**config.mk**
```make
export PLATFORM = sky130hd
export DESIGN_NAME = mem_port_arbiter
export DESIGN_NICKNAME = d
export VERILOG_FILES = /design/src/rtl/mem_port_arbiter.sv
export SDC_FILE = /design/constraint.sdc
export NUM_CORES = 1
export LEC_CHECK = 0
export CAP_MARGIN = 20
export CORE_UTILIZATION = 22
export CTS_CLUSTER_SIZE = 10
export DETAILED_ROUTE_END_ITERATION = 6
export HOLD_SLACK_MARGIN = 0.03
export PLACE_DENSITY_LB_ADDON = 0.1
export REMOVE_ABC_BUFFERS = 1
export SETUP_SLACK_MARGIN = 0.15
export SLEW_MARGIN = 10
export SYNTH_ARGS = -nofsm -noshare
export SYNTH_HDL_FRONTEND = slang
export SYNTH_SLANG_ARGS = --single-unit
```
**constraint.sdc**
```tcl
create_clock -name clk -period 2.15 [get_ports clk]
set_input_delay 0.43 -clock clk [delete_from_list [all_inputs] [get_ports clk]]
set_output_delay 0.43 -clock clk [all_outputs]
set_load 0.01 [all_outputs]
```
**src/rtl/mem_port_arbiter.sv**
```systemverilog
// Single-port RAM arbiter between the CPU memory interface and a secondary (loader/DMA) port.
// CPU wins by default; a saturating starvation counter forces a DMA slot after STARVE_MAX denials.
module mem_port_arbiter #(
  parameter int ADDR_W     = 9,
  parameter int DATA_W     = 16,
  parameter int STARVE_MAX = 4
) (
  input  logic              clk,
  input  logic              rst,
  input  logic [1:0]        cpu_mem_cmd,
  input  logic [ADDR_W-1:0] cpu_addr,
  input  logic [DATA_W-1:0] cpu_wdata,
  output logic [DATA_W-1:0] cpu_rdata,
  output logic              cpu_stall,
  input  logic              dma_req,
  input  logic              dma_we,
  input  logic [ADDR_W-1:0] dma_addr,
  input  logic [DATA_W-1:0] dma_wdata,
  output logic              dma_gnt,
  output logic [DATA_W-1:0] dma_rdata,
  output logic              dma_rvalid,
  output logic [ADDR_W-1:0] ram_addr,
  output logic              ram_we,
  output logic [DATA_W-1:0] ram_wdata,
  input  logic [DATA_W-1:0] ram_rdata
);

  localparam logic [1:0] CMD_READ  = 2'b01;
  localparam logic [1:0] CMD_WRITE = 2'b10;
  localparam logic [2:0] FORCE_CNT = 3'(STARVE_MAX);

  logic [2:0] wait_cnt_q, wait_cnt_d;
  logic       dma_rvalid_q, dma_rvalid_d;
  logic       cpu_active;
  logic       dma_sel;

  // State register: wait_cnt is the starvation FSM (COUNT 0..STARVE_MAX-1, FORCE = STARVE_MAX).
  // NOTE: sequential state uses non-blocking assignments so every register samples pre-edge values.
  always_ff @(posedge clk or negedge rst) begin
    if (!rst) begin
      wait_cnt_q   <= 3'd0;
      dma_rvalid_q <= 1'b0;
    end else begin
      wait_cnt_q   <= wait_cnt_d;
      dma_rvalid_q <= dma_rvalid_d;
    end
  end

  // Next-state logic.
  // NOTE: every combinational output gets a default first, so no path can infer a latch.
  always_comb begin
    wait_cnt_d   = wait_cnt_q;
    dma_rvalid_d = dma_sel & ~dma_we;
    if (!dma_req || dma_sel) begin
      wait_cnt_d = 3'd0;
    end else if (wait_cnt_q < FORCE_CNT) begin
      wait_cnt_d = wait_cnt_q + 3'd1;
    end
  end

  // Output logic: grant decision and RAM port mux.
  always_comb begin
    cpu_active = (cpu_mem_cmd == CMD_READ) || (cpu_mem_cmd == CMD_WRITE);
    dma_sel    = rst & dma_req & (~cpu_active | (wait_cnt_q == FORCE_CNT));
    dma_gnt    = dma_sel;
    cpu_stall  = rst & cpu_active & dma_sel;
    ram_addr   = cpu_addr;
    ram_wdata  = cpu_wdata;
    ram_we     = (cpu_mem_cmd == CMD_WRITE) & rst;
    if (dma_sel) begin
      ram_addr  = dma_addr;
      ram_wdata = dma_wdata;
      ram_we    = dma_we;
    end
  end

  // Read data is shared; each side qualifies it by its own timing.
  assign cpu_rdata  = ram_rdata;
  assign dma_rdata  = ram_rdata;
  assign dma_rvalid = dma_rvalid_q;

endmodule

```
==> results.cfg <==
[worst_setup_path]
critPathMaxFanout = 6
cpMostUsedCell = buf_12
crit_path_end_kind = output pin
cp-start-kind = flip-flop
cp.arrival_ns = 1.69
slowest_stage = dfrtp_1
required_ns = 1.72
critPathKind = flip-flop to output pin
slowest_delay_ns = 0.38
rrSetupSlack_ns = 0.73
crit_chain = inv_2 > ha_4 > a21oi_4 > nor2_4 > buf_12 > buf_12 > mux2_4 > buf_6
crit_buf_inv = 4
critical_path.top_delay_family = buffers and inverters

[clocking]
ctsLongestPathBuffers = 2
path_clk_slew_ns = 0.03
worstSkewPairLatency_ns = 0.22
cts_root_buf = clkbuf_8
cts-htree-levels = 1
cts_tree = built
cts_sinks = 4
numCtsBuffers = 3

[global_route]
gr-usage-all-layers_pct = 15.8
gr-total-overflow = 0
grt_start_max_net_pins = 7
grt_antenna_before_repair = 0
grt_pass1_vias = 930
grt_first_pass_wirelength_um = 4680

[power]
leakage_nw = 0.847
vdd_ir_drop_max_uv = 172
finalPower_mw = 0.663
power_density_nw_per_um2 = 359

[routing]
viasPerCell = 4.27
drc_errors = 0
wirelength_um = 3300
dr.pass1.iters = 4
drtIter0Drc = 24
wire_per_inst_um = 16.2
num_vias = 872
ant_nets = 0

[floorplanning]
die_h_um = 63.5
start_util_pct = 24.0
io_pins = 133
num_rows = 21
die_w_um = 63.5
core_um2 = 3470
dieArea_um2 = 4030

[timing]
finalSetupViolCount = 0
rsz0062_at_grt = yes
period_share_pct = 98.8
fin_crit_ns = 2.12
final.setup.worst_slack_ns = 0.0251
max_slew.worst_pin.slew_ns = 0.124
max-slew-margin-rel_pct = 91.5
final_hold_viol_count = 0
holdWs_ns = 0.264
skew_ns = 0.00610
fmax_ghz = 0.471
maxSlewViolCount = 0

[layout]
fin_nets = 235
fillers = 317
syn2layout_area_growth_pct = 122
drive_gt1_share_pct = 56.3
fin_area_um2 = 1850
final-instance-count-excl-fill = 204
diodes = 0

[yosys]
synthCells = 83
seq_area_frac_synth_pct = 12.0
yosysTopAreaCell = buf_4
synth_edf_count = 0
synth.area.top_cells = buf_4 30%, mux2_2 26%, dfrtp_1 12%, mux2_4 11%, ha_1 4.5%
synthTopCellsByCount = 33 x buf_4, 19 x mux2_2, 6 x mux2_4
async_reset_ff_share_pct = 100
synthFlopType = dfrtp_1
synth_most_common_cell = buf_4
ys_types = 16
syn_avg_cell_area_um2 = 10.0
syn_area_um2 = 831
synth_top_area_share_pct = 29.8
synth-seq-cells = 4
yosysWarnings = 0

[outcome]
outcome = finished, final reports clean

[placed_design]
finalWeightedCongestion = 0.722
portBuffers = 84
preCtsSetupSlack_ns = -0.797
place_area_um2 = 1540
place_hpwl_um = 2580
placed_cells = 188

[hold_path]
min_path_type = input pin to asynchronous set/reset pin

[job]
drv_cap = 0
metrics by stage:
| stage | utilization [%] | setup TNS (ns) |
|---|---|---|
| final | 53.2 | 0 |
| after global routing | 53.2 | -0.532 |
| after CTS | 52.4 | -0.903 |
| after detailed placement | 44.3 | -20.89 |
| after global placement | 44.3 | -20.18 |
| after floorplan | - | -11.48 |
per-layer routing:
metal / wire length, um / track usage (%) / part of all wire, %
met5: 0 / 6.94 / 0
met4: 17 / 4.26 / 0.51
met1: 1180 / 16.2 / 36
met2: 1690 / 25.1 / 51
met3: 418 / 10.9 / 13
what timing repair did:
| item | in CTS | in global routing |
|---|---|---|
| pin swaps | 5 | 2 |
| buffers inserted | 10 | 3 |
| endpoints found under the setup margin | 28 | 27 |
| resized for setup | 178 | 5 |
| hold buffers | 0 | 0 |
| endpoints found under the hold margin | 0 | 0 |
layout by cell type, fill, tap and decap left out, drive strengths merged:
master | netlist | final
clkdlybuf4s50 | 0 | 52
buf | 35 | 52
mux2 | 25 | 25
dfrtp | 4 | 4
inv | 4 | 4
clkbuf | 0 | 3
dlygate4sd2 | 0 | 3
ha | 3 | 3
nor3 | 2 | 2
mux2i | 2 | 2
nor3b | 2 | 2
nand2 | 2 | 2
a21oi | 1 | 1
nor2 | 1 | 1
o221a | 1 | 1
xor2 | 1 | 1
power breakdown:
part / total, mW / switching [mW] / internal [mW] / leakage (nW)
Sequential: 0.0879 / 0.00497 / 0.0830 / 0.0535
Combinational: 0.415 / 0.127 / 0.288 / 0.772
Clock: 0.160 / 0.0406 / 0.119 / 0.0216
Total: 0.663 / 0.173 / 0.490 / 0.847
kinds of logic (layout without fill, tap and decap cells):
| kind of cell | count (synthesis) | after routing | share of synthesized area (%) |
|---|---|---|---|
| AOI/OAI and AO/OA | 2 | 2 | 3.31 |
| xor gates and xnor gates | 1 | 1 | 1.05 |
| adders and majority gates | 3 | 3 | 4.52 |
| buffers and inverters | 39 | 114 | 35.4 |
| DFF | 4 | 4 | 12.0 |
| muxes | 27 | 27 | 39.0 |
| and+or+nand+nor | 7 | 7 | 4.67 |
registers in the layout, indices dropped and copies added (netlist names):
register,cells
dma_rvalid,1
wait_cnt_q,3
area by class of cell:
class                   count  area, um^2  share of cell area, %
well taps                  46        57.6                   3.12
clock buffers               3        41.3                   2.24
repair buffers            107        1100                   59.3
inverters                   4        15.0                  0.813
multi-input cells          40         537                   29.1
flip-flops and latches      4         100                   5.42
final timing paths:
path                                      startpoint                        end  cells past startpoint
min in group clk                             dma_req  wait_cnt_q[2]$_DFFE_PN0P_                      3
max in group asynchronous                        rst  wait_cnt_q[1]$_DFFE_PN0P_                      2
max                        wait_cnt_q[0]$_DFFE_PN0P_                ram_addr[1]                      8
min                                              rst  wait_cnt_q[2]$_DFFE_PN0P_                      2
max reg2reg                wait_cnt_q[0]$_DFFE_PN0P_  wait_cnt_q[1]$_DFFE_PN0P_                      8
min reg2reg                wait_cnt_q[2]$_DFFE_PN0P_  wait_cnt_q[2]$_DFFE_PN0P_                      2
(Power assumes the default switching activity.)
